<file path="src/rtl/char_proj_pkg.sv">
// Shared types and constants for the character-window column projector.
// The optional totals feature is enabled by defining CHAR_PROJ_TOTAL_EN.
package char_proj_pkg;

    localparam int DEF_WIN_W     = 200;
    localparam int DEF_WIN_H     = 105;
    localparam int DEF_BASE_ADDR = 9001;

    localparam int ADDR_W = 16;
    localparam int PIX_W  = 8;
    localparam int COL_W  = 8;
    localparam int CNT_W  = 7;
    localparam int TOT_W  = 15;

    localparam logic [PIX_W-1:0] DEF_THRESH = 8'd128;

    // Sentinel for "no nonzero column seen"; unreachable as a real index.
    localparam logic [COL_W-1:0] NO_COL = 8'hFF;

    typedef enum logic [2:0] {
        IDLE,
        ARMED,
        SCAN,
        FLUSH,
        DONE
    } state_t;

    function automatic logic [CNT_W-1:0] sat_add1(input logic [CNT_W-1:0] v,
                                                  input logic             inc);
        if (inc && (v != {CNT_W{1'b1}})) begin
            return v + CNT_W'(1);
        end
        return v;
    endfunction

endpackage

</file>
<file path="src/rtl/char_column_projector_if.sv">
// Pixel-RAM read port and per-column result stream of the column projector.
// The optional totals feature is enabled by defining CHAR_PROJ_TOTAL_EN.
interface char_column_projector_if;
    import char_proj_pkg::*;

    // Handshake: no backpressure anywhere. ram_rdata is valid exactly one
    // cycle after ram_re/ram_addr; col_valid is a one-cycle strobe that the
    // consumer must take in that cycle (col_idx/col_count valid with it).
    logic [ADDR_W-1:0] ram_addr;
    logic              ram_re;
    logic [PIX_W-1:0]  ram_rdata;
    logic              col_valid;
    logic [COL_W-1:0]  col_idx;
    logic [CNT_W-1:0]  col_count;

    modport master (
        output ram_addr,
        output ram_re,
        input  ram_rdata,
        output col_valid,
        output col_idx,
        output col_count
    );

    modport slave (
        input  ram_addr,
        input  ram_re,
        output ram_rdata,
        input  col_valid,
        input  col_idx,
        input  col_count
    );

endinterface

</file>
<file path="src/rtl/char_proj_addr_walk.sv">
// Column-major address walker over the character window, with row/column tags.
// The optional totals feature is enabled by defining CHAR_PROJ_TOTAL_EN.
module char_proj_addr_walk
    import char_proj_pkg::*;
#(
    parameter int WIN_W     = DEF_WIN_W,
    parameter int WIN_H     = DEF_WIN_H,
    parameter int BASE_ADDR = DEF_BASE_ADDR
) (
    input  logic              clk,
    input  logic              rst_n,
    input  logic              start,
    input  logic              advance,
    output logic [ADDR_W-1:0] addr,
    output logic [COL_W-1:0]  col,
    output logic              row_first,
    output logic              row_last,
    output logic              last
);

    logic [ADDR_W-1:0] addr_q;
    logic [ADDR_W-1:0] col_base_q;
    logic [CNT_W-1:0]  row_q;
    logic [COL_W-1:0]  col_q;

    // col_base_q remembers the top-of-column address so the next column
    // starts one pixel to the right without any multiply.
    always_ff @(posedge clk or negedge rst_n) begin
        if (!rst_n) begin
            addr_q     <= '0;
            col_base_q <= '0;
            row_q      <= '0;
            col_q      <= '0;
        end else if (start) begin
            addr_q     <= ADDR_W'(BASE_ADDR);
            col_base_q <= ADDR_W'(BASE_ADDR);
            row_q      <= '0;
            col_q      <= '0;
        end else if (advance) begin
            if (row_last) begin
                row_q      <= '0;
                col_q      <= col_q + COL_W'(1);
                col_base_q <= col_base_q + ADDR_W'(1);
                addr_q     <= col_base_q + ADDR_W'(1);
            end else begin
                row_q  <= row_q + CNT_W'(1);
                addr_q <= addr_q + ADDR_W'(WIN_W);
            end
        end
    end

    assign addr      = addr_q;
    assign col       = col_q;
    assign row_first = (row_q == '0);
    assign row_last  = (row_q == CNT_W'(WIN_H - 1));
    assign last      = row_last && (col_q == COL_W'(WIN_W - 1));

endmodule

</file>
<file path="src/rtl/char_column_projector.sv">
// Reads back a captured character window column by column and emits dark-pixel
// counts per column. Define CHAR_PROJ_TOTAL_EN for total/first/last outputs.
module char_column_projector
    import char_proj_pkg::*;
#(
    parameter int               WIN_W     = DEF_WIN_W,
    parameter int               WIN_H     = DEF_WIN_H,
    parameter int               BASE_ADDR = DEF_BASE_ADDR,
    parameter logic [PIX_W-1:0] THRESH    = DEF_THRESH
) (
    input  logic                   clk,
    input  logic                   rst_n,
    input  logic                   capture_we,
    char_column_projector_if.master bus,
    output logic                   busy,
    output logic                   done,
`ifdef CHAR_PROJ_TOTAL_EN
    output logic [TOT_W-1:0]       total_count,
    output logic [COL_W-1:0]       first_col,
    output logic [COL_W-1:0]       last_col,
`endif
    output state_t                 state_dbg
);

    state_t            state_q;
    state_t            state_d;

    logic              walk_start;
    logic              walk_adv;
    logic [ADDR_W-1:0] walk_addr;
    logic [COL_W-1:0]  walk_col;
    logic              walk_row_first;
    logic              walk_row_last;
    logic              walk_last;

    logic              ram_re;

    logic              re_d1;
    logic              first_d1;
    logic              last_d1;
    logic              pix_last_d1;
    logic [COL_W-1:0]  col_d1;

    logic [CNT_W-1:0]  acc_q;
    logic [CNT_W-1:0]  col_sum;
    logic              dark;
    logic              col_valid;

    char_proj_addr_walk #(
        .WIN_W     (WIN_W),
        .WIN_H     (WIN_H),
        .BASE_ADDR (BASE_ADDR)
    ) u_walk (
        .clk       (clk),
        .rst_n     (rst_n),
        .start     (walk_start),
        .advance   (walk_adv),
        .addr      (walk_addr),
        .col       (walk_col),
        .row_first (walk_row_first),
        .row_last  (walk_row_last),
        .last      (walk_last)
    );

    always_ff @(posedge clk or negedge rst_n) begin
        if (!rst_n) begin
            state_q <= IDLE;
        end else begin
            state_q <= state_d;
        end
    end

    // A capture is only recognised from IDLE, so capture_we activity while
    // scanning or flushing has no effect.
    always_comb begin
        state_d    = state_q;
        walk_start = 1'b0;
        walk_adv   = 1'b0;
        ram_re     = 1'b0;
        busy       = 1'b0;
        done       = 1'b0;
        case (state_q)
            IDLE: begin
                if (capture_we) state_d = ARMED;
            end
            ARMED: begin
                if (!capture_we) begin
                    state_d    = SCAN;
                    walk_start = 1'b1;
                end
            end
            SCAN: begin
                ram_re   = 1'b1;
                walk_adv = 1'b1;
                busy     = 1'b1;
                if (walk_last) state_d = FLUSH;
            end
            FLUSH: begin
                busy = 1'b1;
                if (re_d1 && pix_last_d1) state_d = DONE;
            end
            DONE: begin
                done    = 1'b1;
                state_d = IDLE;
            end
            default: state_d = IDLE;
        endcase
    end

    // Tags travel alongside the read so they line up with ram_rdata.
    always_ff @(posedge clk or negedge rst_n) begin
        if (!rst_n) begin
            re_d1       <= 1'b0;
            first_d1    <= 1'b0;
            last_d1     <= 1'b0;
            pix_last_d1 <= 1'b0;
            col_d1      <= '0;
        end else begin
            re_d1 <= ram_re;
            if (ram_re) begin
                first_d1    <= walk_row_first;
                last_d1     <= walk_row_last;
                pix_last_d1 <= walk_last;
                col_d1      <= walk_col;
            end
        end
    end

    assign dark      = re_d1 && (bus.ram_rdata < THRESH);
    assign col_sum   = first_d1 ? CNT_W'(dark) : sat_add1(acc_q, dark);
    assign col_valid = re_d1 && last_d1;

    always_ff @(posedge clk or negedge rst_n) begin
        if (!rst_n) begin
            acc_q <= '0;
        end else if (re_d1) begin
            acc_q <= col_sum;
        end
    end

    assign bus.ram_re    = ram_re;
    assign bus.ram_addr  = ram_re ? walk_addr : '0;
    assign bus.col_valid = col_valid;
    assign bus.col_idx   = col_d1;
    assign bus.col_count = col_valid ? col_sum : '0;
    assign state_dbg     = state_q;

`ifdef CHAR_PROJ_TOTAL_EN
    logic [TOT_W-1:0] total_q;
    logic [COL_W-1:0] first_q;
    logic [COL_W-1:0] last_q;

    // Cleared when a scan starts, so results hold from done until then.
    always_ff @(posedge clk or negedge rst_n) begin
        if (!rst_n) begin
            total_q <= '0;
            first_q <= NO_COL;
            last_q  <= '0;
        end else if (walk_start) begin
            total_q <= '0;
            first_q <= NO_COL;
            last_q  <= '0;
        end else if (col_valid && (col_sum != '0)) begin
            total_q <= total_q + TOT_W'(col_sum);
            if (first_q == NO_COL) first_q <= col_d1;
            last_q <= col_d1;
        end
    end

    assign total_count = total_q;
    assign first_col   = first_q;
    assign last_col    = last_q;
`endif

endmodule

</file>
<file path="src/flat_wrapper.sv">
// flat-port wrapper written by rule: the top's interface ports become plain ports
module char_column_projector_flat import char_proj_pkg::*;
#(
    parameter int               WIN_W     = DEF_WIN_W,
    parameter int               WIN_H     = DEF_WIN_H,
    parameter int               BASE_ADDR = DEF_BASE_ADDR,
    parameter logic [PIX_W-1:0] THRESH    = DEF_THRESH
)
  (clk, rst_n, capture_we, busy, done, state_dbg, bus_ram_addr, bus_ram_re, bus_ram_rdata, bus_col_valid, bus_col_idx, bus_col_count);
  char_column_projector_if bus_i ();
  input  logic clk;
  input  logic rst_n;
  input  logic capture_we;
  output logic busy;
  output logic done;
  output state_t state_dbg;
  output wire logic [$bits(bus_i.ram_addr)-1:0] bus_ram_addr;
  output wire logic [$bits(bus_i.ram_re)-1:0] bus_ram_re;
  input wire logic [$bits(bus_i.ram_rdata)-1:0] bus_ram_rdata;
  output wire logic [$bits(bus_i.col_valid)-1:0] bus_col_valid;
  output wire logic [$bits(bus_i.col_idx)-1:0] bus_col_idx;
  output wire logic [$bits(bus_i.col_count)-1:0] bus_col_count;
  assign bus_ram_addr = bus_i.ram_addr;
  assign bus_ram_re = bus_i.ram_re;
  assign bus_i.ram_rdata = bus_ram_rdata;
  assign bus_col_valid = bus_i.col_valid;
  assign bus_col_idx = bus_i.col_idx;
  assign bus_col_count = bus_i.col_count;
  char_column_projector #(.WIN_W(WIN_W), .WIN_H(WIN_H), .BASE_ADDR(BASE_ADDR), .THRESH(THRESH)) u_core (.clk(clk), .rst_n(rst_n), .capture_we(capture_we), .bus(bus_i), .busy(busy), .done(done), .state_dbg(state_dbg));
endmodule
</file>
<file path="config.mk">
export PLATFORM = sky130hd
export DESIGN_NAME = char_column_projector_flat
export DESIGN_NICKNAME = d
export VERILOG_FILES = /design/src/rtl/char_proj_pkg.sv /design/src/rtl/char_column_projector_if.sv /design/src/rtl/char_proj_addr_walk.sv /design/src/rtl/char_column_projector.sv /design/src/flat_wrapper.sv
export SDC_FILE = /design/constraint.sdc
export NUM_CORES = 1
export LEC_CHECK = 0
export BUFFER_PORTS_ARGS = -buffer_cell sky130_fd_sc_hd__clkbuf_2
export CAP_MARGIN = 20
export CORE_AREA = 2 2 107 109
export CTS_BUF_LIST = sky130_fd_sc_hd__clkbuf_16
export CTS_CLUSTER_DIAMETER = 30
export DETAILED_ROUTE_END_ITERATION = 8
export DIE_AREA = 0 0 109 111
export MAX_ROUTING_LAYER = met4
export PLACE_DENSITY = 0.51
export SLEW_MARGIN = 20
export SYNTH_ARGS = -nofsm -noshare
export SYNTH_HDL_FRONTEND = slang
export SYNTH_SLANG_ARGS = --single-unit
</file>
<file path="constraint.sdc">
create_clock -name clk -period 2.8 [get_ports clk]
set_clock_uncertainty 0.2 [all_clocks]
set_input_delay 0.56 -clock clk [delete_from_list [all_inputs] [get_ports clk]]
set_output_delay 0.56 -clock clk [all_outputs]
set_load 0.1 [all_outputs]
</file>
# Word-level counts from Yosys, hierarchy flattened
# Index checks and enable logic that the tools add are counted.
[word_totals]
regBits = 69
inputBits = 11
out_inout_bits = 38
[op_classes]
addsub = 5
n_lt_le_gt_ge = 1
eq_ne = 11
muxes = 28
n_reduce_logical = 12
[op_table]
columns = ["cell", "count"]
rows = [
  ["16-bit 2-to-1 mux", 7],
  ["7-bit 2-to-1 mux", 7],
  ["8-bit 2-to-1 mux", 3],
  ["16-bit by 1-bit adder with 16-bit output, second input constant", 1],
  ["16-bit by 8-bit adder with 16-bit output, second input constant", 1],
  ["7-bit by 1-bit adder with 7-bit output, second input constant", 2],
  ["3-bit 2-to-1 mux", 4],
  ["3-bit case mux with 4 select lines", 1],
  ["8-bit by 1-bit adder with 8-bit output, second input constant", 1],
  ["8-bit equality test, second input constant", 1],
  ["8-bit less-than comparator, second input constant", 1],
  ["7-bit equality test, second input constant", 1],
  ["7-bit zero test", 1],
  ["7-bit != test, second input constant", 1],
  ["3-bit by 2-bit equality test with 1-bit output, second input constant", 2],
  ["1-bit 2-to-1 mux", 6],
  ["1-bit logical AND", 5],
  ["2-bit by 1-bit != test with 1-bit output, second input constant", 2],
  ["2-bit != test, second input constant", 2],
  ["4-bit AND reduction", 1],
  ["2-bit nonzero test", 2],
  ["3-bit by 1-bit equality test with 1-bit output, second input constant", 1],
  ["3-bit equality test, second input constant", 1],
  ["3-bit zero test", 1],
  ["other kinds (2)", 2],
]

# Depth between registers and ports, before layout
# Gate-level depths: netlist of run 1.
[logic_depth]
ltp_word = 7
mapped_depth = 9
ltp_nobuf = 7

# Hierarchy
# A second synthesis of run 1 with hierarchy kept.
[hier_totals]
cells_unflattened = 442
hier_area_um2 = 4093.9
[by_module_without_submodules]
columns = ["mod", "n_inst", "cells_per_inst", "area_each_um2", "seq_area_each_um2"]
rows = [
  ["char_proj_addr_walk", 1, 311, 2758.9, 1176.1],
  ["char_column_projector", 1, 131, 1335.0, 550.5],
]

# Worst setup path before layout of run 1
# Ideal clock, no wire load.
[synth_timing]
path_kind = "reg2out"
start = "reg u_core.state_q[2] (netlist: u_core.state_dbg[2])"
end = "out done"
arrival_ps = 3467
setup_slack_ps = -1427
stages_incl_launch_ff = 3
cell_sequence = "dfrtp_1 clkbuf_1 nor3b_1"
[synth_via]
elab_chain_len = 2
[synth_lines]
columns = ["element", "line_no", "rtl"]
rows = [
  ["start, declared", "char_column_projector.sv:25", "state_t state_q;"],
  ["start signal, assigned", "char_column_projector.sv:69", "state_q <= state_d;"],
  ["3-bit equality test", "char_column_projector.sv:82", "case (state_q)"],
  ["1-bit 2-to-1 mux", "char_column_projector.sv:82", ""],
  ["end, declared", "flat_wrapper.sv:15", "output logic done;"],
]
# No other way between the ends.

# Worst setup path after layout of run 1
[layout_timing]
start = "reg u_core.acc_q[0]"
end = "out bus_col_count[5]"
[layout_via]
elab_chain_len = 6
[layout_lines]
columns = ["element", "line_no", "rtl"]
rows = [
  ["start, declared", "char_column_projector.sv:44", "logic [CNT_W-1:0] acc_q;"],
  ["start signal, assigned", "char_column_projector.sv:137", "acc_q <= col_sum;"],
  ["parallel branches: the longest is 3 deep, another holds 7-bit by 1-bit adder with 7-bit output", "--", ""],
  ["7-bit 2-to-1 mux (*)", "char_proj_pkg.sv:33", "return v;"],
  ["7-bit 2-to-1 mux (*)", "char_column_projector.sv:130", "assign col_sum = first_d1 ? CNT_W'(dark) : sat_add1(acc_q, dark);"],
  ["7-bit 2-to-1 mux (*)", "char_column_projector.sv:145", "assign bus.col_count = col_valid ? col_sum : '0;"],
  ["end, declared", "flat_wrapper.sv:22", "output wire logic [$bits(bus_i.col_count)-1:0] bus_col_count;"],
]
# Mark *: on every way between the ends. The select of a mux whose other input is x is not followed.

==> flow_summary.json, run 1 <==
{
  "outcome": "completed",
  "detail_route.wirelength_um": 9670,
  "dominantRegCellSynth": "dfrtp_1",
  "worst_setup_path_end_kind": "output pin",
  "cell_area_reported_after_detailed_placement_um2": 4740,
  "maximum_number_of_pins_on_one_net_before_global_route_repair": 35,
  "final-hold-violation-count": 0,
  "synth.most_common_cell": "dfrtp_1",
  "drt_iter0_drc": 238,
  "cts-buffers-inserted": 9,
  "viasPerCell": 5.22,
  "ys_seq_elements": 69,
  "clock_insertion_delay_worst_skew_ns": 0.33,
  "total_die_area_um2": 12100,
  "hold_slack_ns": 0.270,
  "drtPass1Iterations": 5,
  "route.vias.total": 3343,
  "synthDominantCellAreaShare_pct": 44.4,
  "critPathBufInv": 1,
  "finish.cell_count_without_fillers": 640,
  "cts.sinks": 69,
  "portBuffers": 41,
  "slowest_delay_ns": 0.40,
  "num_antenna_cells": 0,
  "wire_length_of_the_first_global_routing_pass_um": 16100,
  "cts_tree": "yes",
  "gp_congestion": 0.829,
  "synth_top_cells_by_area": "dfrtp_1 44%, nand2_1 6.1%, o21ai_0 4.3%, nor2_1 4.1%, xor2_1 3.6%",
  "floorplan.initialDensity_pct": 35.1,
  "grt_overflow": 0,
  "final.setup.worst_slack_ns": 0.0172,
  "power.density_cell_area_nw_per_um2": 1050,
  "post_synth_inst_count": 442,
  "cts.path.max_buffers": 2,
  "postSynthAreaPerCell_um2": 8.79,
  "dp.final_hpwl_um": 6820,
  "post-route-util_pct": 46.0,
  "cells_along_the_critical_path": "ha_2, and3_4, a311oi_2, nand3_1, xor2_2, nor2_4, buf_12",
  "grt_pass1_vias": 3231,
  "cts_root_buf": "clkbuf_16",
  "timing.hold.worst.class": "reg -> reg",
  "area_growth_pct": 31.1,
  "layout.nets": 511,
  "slew_worst_pin_ns": 0.622,
  "maxClockFrequency_mhz": 359,
  "number_of_maximum_capacitance_violations": 0,
  "crit_required_ns": 2.04,
  "synthesis.nets": 459,
  "timing.final.max_slew_violations": 0,
  "placedCellCount": 620,
  "cts_htree_levels": 3,
  "worst_case_setup_slack_after_placement_ns": 0.164,
  "critical_path.slowest_cell": "dfrtp_1",
  "avgRoutedWirePerCell_um": 15.1,
  "number_of_antenna_violating_nets_in_the_routed_design": 0,
  "groute.usage.overall_pct": 17.5,
  "drcViolationCount": 0,
  "synth.yosys.warnings": 0,
  "cell_variety_after_synth": 58,
  "final.min_clock_period_ns": 2.78,
  "path_max_fanout": 6,
  "max_slew_margin_pct": 58.4,
  "synth_seq_area_share_pct": 44.4,
  "ioPinCount": 49,
  "cp_top_family": "simple AND/OR/NAND/NOR gates",
  "setup_viol_count_final": 0,
  "grt_setup_unrepaired": "yes",
  "crit_type": "reg -> out",
  "vertical_die_dimension_um": 111,
  "tns_ns": 0,
  "start_kind": "register",
  "fin_area_um2": 5090,
  "ys_top_cells_by_count": "69 x dfrtp_1, 63 x nand2_1, 42 x nor2_1",
  "fp.dieW_um": 109,
  "synth.cell_area_um2": 3880,
  "floorplan.core_area_um2": 11100,
  "antenna_found_initial": 0,
  "timing.critical_path.arrival_ns": 2.02,
  "drive_above_1_share_pct": 23.9,
  "leakagePower_nw": 2.19,
  "async_reset_ff_share_pct": 100,
  "synthDominantAreaCellType": "dfrtp_1",
  "count_of_flip_flops_with_a_built_in_enable_after_synthesis": 0,
  "final.period_utilization_pct": 99.4,
  "clk_transition_reported_paths_ns": 0.06,
  "design_power_total_mw": 5.34,
  "rows": 39,
  "vdd_ir_drop_max_uv": 749
}
[kinds of logic (layout without fill, tap and decap cells)]
logic type,after synthesis,after routing,synth area share [%]
XOR/XNOR,31,31,6.99
AND/OR/NAND/NOR,202,202,26.2
adder cells (fa/ha/maj),6,6,1.93
buffers and inverters,32,87,3.93
AO/OA/AOI/OAI,100,100,16.0
flip-flops,69,69,44.4
multiplexers,2,2,0.515
[final cells by class]
type	count	area [um2]
Clock buffer	9	225
Clock inverter	5	46.3
Fill cell	1050	5980
Inverter	8	31.3
Multi-Input combinational cell	341	2130
Sequential cell	69	1730
Tap cell	143	179
Timing Repair Buffer	65	752
[worst reg2reg max path, delay by kind of cell (launching register included)]
kind	cells	cell delay [ns]
buf+inv	2	0.58
simple gates	2	0.65
compound gates	2	0.38
flops	1	0.52
[worst paths after layout]
path / cells past startpoint / to / from / slack (ns)
max in group asynchronous: 3 / u_core.u_walk.addr[11] / rst_n / 1.26
worst max-delay path: 7 / bus_col_count[5] / u_core.acc_q[0] / 0.02
worst max register to register: 6 / u_core.u_walk.addr[8] / u_core.state_dbg[1] / 0.36
min in group asynchronous: 2 / u_core.acc_q[4] / rst_n / 0.52
worst min-delay path: 2 / u_core.bus.col_idx[3] / u_core.bus.col_idx[3] / 0.27
worst min register to register: 2 / u_core.bus.col_idx[3] / u_core.bus.col_idx[3] / 0.27
[power by group]
group,switching (mW),internal [mW]
registers,0.348,1.27
clock network,0.402,0.667
logic,1.80,0.850
[state kept, by name, indices dropped and copies added, names as in the netlist]
signal	flops
u_core.acc_q	7
u_core.bus.col_idx	8
u_core.first_d1	1
u_core.last_d1	1
u_core.pix_last_d1	1
u_core.re_d1	1
u_core.state_dbg	3
u_core.u_walk.addr	16
u_core.u_walk.col	8
u_core.u_walk.col_base_q	16
u_core.u_walk.row_q	7
[placed cells by master (no fill, tap or decap), types with 2 or more instances in the layout]
cell,n
or3b_1,2
nand2_1,63
clkbuf_2,16
nand2b_1,4
xnor2_1,14
nor2_4,3
o21ai_0,33
nor3b_1,5
nor2_2,4
nand3_1,20
a22o_1,4
a21oi_1,19
a211o_1,2
nor3_1,7
xor2_1,15
clkinv_2,2
and2_1,4
and3_1,7
a31oi_1,4
dfrtp_2,2
o2bb2ai_1,3
o221ai_1,2
buf_4,22
nand4_1,12
buf_12,24
o21ai_1,10
clkbuf_16,9
mux2i_1,2
o31ai_1,4
nor2_1,36
nor4_1,6
nor2b_1,2
ha_1,5
inv_1,9
o22ai_1,2
dfrtp_1,66
and2_4,16
[metal layers]
metal,vias up,share of wire [%],GRT usage (%)
li1,1653,-,-
met1,1594,46,22.7
met2,81,47,26.6
met3,15,4.9,4.06
met4,0,1.7,6.24
met5,-,0,-
[repair_timing]
action                                 4_1_cts  5_1_grt
gates resized for setup                      7        1
pin swaps                                    5        3
endpoints found under the hold margin        3        0
hold buffers                                 1        0
buffers inserted                             4        1
setup endpoints to repair                    6       19
Power figures use the tool's default switching activity.
==> run 2: changes to the inputs <==
==> constraint.sdc (replaced) <==
create_clock -name clk -period 2.8 [get_ports clk]
set_clock_uncertainty 0.2 [all_clocks]
set_input_delay 0.56 -clock clk [delete_from_list [all_inputs] [get_ports clk]]
set_output_delay 0.56 -clock clk [all_outputs]
set_load 0.005 [all_outputs]
==> run 2 against run 1 <==
Fmax increased by 0.77%; utilization fell by 3.8 points; worst setup slack improved by 0.021 ns; hold slack got worse by 0.25 ns; via count up 0.24%; critical path depth unchanged; cell count increased by 0.16%; routed wire length rose by 0.20%; register-to-register slack better by 0.04 ns; power down 20%; sequential share of layout area is 2.9 points higher; design area fell by 8.3%.
==> flow_summary.json, run 2 (synthesis gave the netlist of run 1 again) <==
{
  "outcome": "completed",
  "drtPass1Iterations": 4,
  "maximum_number_of_pins_on_one_net_before_global_route_repair": 70,
  "crit_type": "reg -> out",
  "drcViolationCount": 0,
  "crit_required_ns": 2.04,
  "detail_route.wirelength_um": 9690,
  "cts_root_buf": "clkbuf_16",
  "drt_iter0_drc": 229,
  "rows": 39,
  "fp.dieW_um": 109,
  "grt_setup_unrepaired": "yes",
  "number_of_maximum_capacitance_violations": 0,
  "floorplan.core_area_um2": 11100,
  "cts_tree": "yes",
  "final_cell_mix": "69 x dfrtp_1, 63 x nand2_1, 42 x nor2_1, 40 x clkbuf_2, 33 x o21ai_0",
  "slew_worst_pin_ns": 0.611,
  "dp.final_hpwl_um": 6590,
  "leakagePower_nw": 2.09,
  "cts_htree_levels": 3,
  "cts-buffers-inserted": 9,
  "drive_above_1_share_pct": 18.3,
  "viasPerCell": 5.23,
  "setup_viol_count_final": 0,
  "start_kind": "register",
  "grt_pass1_vias": 3184,
  "design_power_total_mw": 4.25,
  "groute.usage.overall_pct": 17.4,
  "floorplan.initialDensity_pct": 35.1,
  "area_growth_pct": 20.3,
  "cts_hold_buf": 0,
  "grt_overflow": 0,
  "clk_transition_reported_paths_ns": 0.06,
  "clock_insertion_delay_worst_skew_ns": 0.34,
  "layout.nets": 510,
  "wire_length_of_the_first_global_routing_pass_um": 15900,
  "final-hold-violation-count": 0,
  "total_die_area_um2": 12100,
  "portBuffers": 41,
  "vdd_ir_drop_max_uv": 316,
  "layout.cells.most_common": "dfrtp_1",
  "timing.critical_path.arrival_ns": 2.00,
  "multi_input_comb_area_um2": 2040,
  "cts.sinks": 69,
  "gp_congestion": 0.798,
  "antenna_found_initial": 0,
  "vertical_die_dimension_um": 111,
  "avgRoutedWirePerCell_um": 15.1,
  "route.vias.total": 3351,
  "maxClockFrequency_mhz": 362,
  "number_of_antenna_violating_nets_in_the_routed_design": 0,
  "worst_setup_path_end_kind": "output pin",
  "num_antenna_cells": 0,
  "power.density_cell_area_nw_per_um2": 910,
  "fillers": 1088,
  "ioPinCount": 49,
  "sequential_cell_area_um2": 1730,
  "timing.final.max_slew_violations": 0,
  "final.period_utilization_pct": 98.6,
  "max_slew_margin_pct": 58.9,
  "cts.path.max_buffers": 2,
  "timing.hold.worst.class": "in -> async",
  "final.min_clock_period_ns": 2.76,
  "path_max_fanout": 6,
  "tns_ns": 0
}
run 2: cell types whose count changed in the layout (fill, tap and decap cells not counted), sizes merged:
| cell | delta |
|---|---|
| clkinv | -1 |
| buf | -24 |
| clkbuf | +24 |
| dlygate4sd3 | -1 |
| bufinv | +1 |
| inv | +2 |
run 2: path summary, 6_finish.rpt:
path	startpoint	endpoint	slack, ns	cells after the start
setup / recovery	u_core.acc_q[0]	bus_col_count[5]	0.04	7
hold / removal	rst_n	u_core.acc_q[1]	0.02	2
setup reg to reg	u_core.u_walk.row_q[0]	u_core.u_walk.col_base_q[13]	0.40	7
hold reg to reg	u_core.bus.col_idx[6]	u_core.bus.col_idx[6]	0.27	2
max in group asynchronous	rst_n	u_core.u_walk.col_base_q[4]	2.02	2
min in group clk	u_core.bus.col_idx[6]	u_core.bus.col_idx[6]	0.27	2
run 2: critical path, stage by stage (launching register included):
cell and delay (ns):
dfrtp_1 0.42, ha_2 0.21, and3_4 0.21, a311oi_2 0.30
nand3_1 0.13, xor2_1 0.17, nor2_1 0.11, clkbuf_2 0.13
run 2: area by class of cell:
type | count | share of cell area [%]
repair buffers | 64 | 8.36
multi-input cells | 341 | 43.6
well taps | 143 | 3.83
clock inverters | 7 | 1.79
clock buffers | 9 | 4.82
inverters | 8 | 0.643
flip-flops and latches | 69 | 37.0
run 2: power breakdown:
group	internal (mW)	switching [mW]
sequential	1.26	0.322
clock	0.769	0.434
combinational	0.630	0.832
total	2.66	1.59
run 2: what timing repair did:
item | 4_1_cts | 5_1_grt
gates resized for setup | 3 | 4
hold endpoints to repair | 0 | 0
setup buffers | 0 | 3
pin swaps | 1 | 1
endpoints found under the setup margin | 5 | 9
run 2: per-layer routing:
metal  global-route usage (%)  vias up  wire, um
li1                         -     1657         -
met1                     22.8     1600      4740
met2                     25.1       73      4300
met3                     3.59       21       373
met4                     9.15        0       272
met5                        -        -         0
run 2: per-stage QoR:
stage               setup WS, ns  utilization, %  instance area (um2)  hold slack, ns  cells
floorplan                  0.254               -                 3880          0.0644    442
global placement           0.282            38.9                 4310           0.257    622
detailed placement         0.257            38.9                 4310           0.265    622
CTS                      0.00337            41.8                 4630          0.0667    638
global route             -0.0213            42.2                 4670          0.0770    641
finish                    0.0386            42.2                 4670          0.0217    641
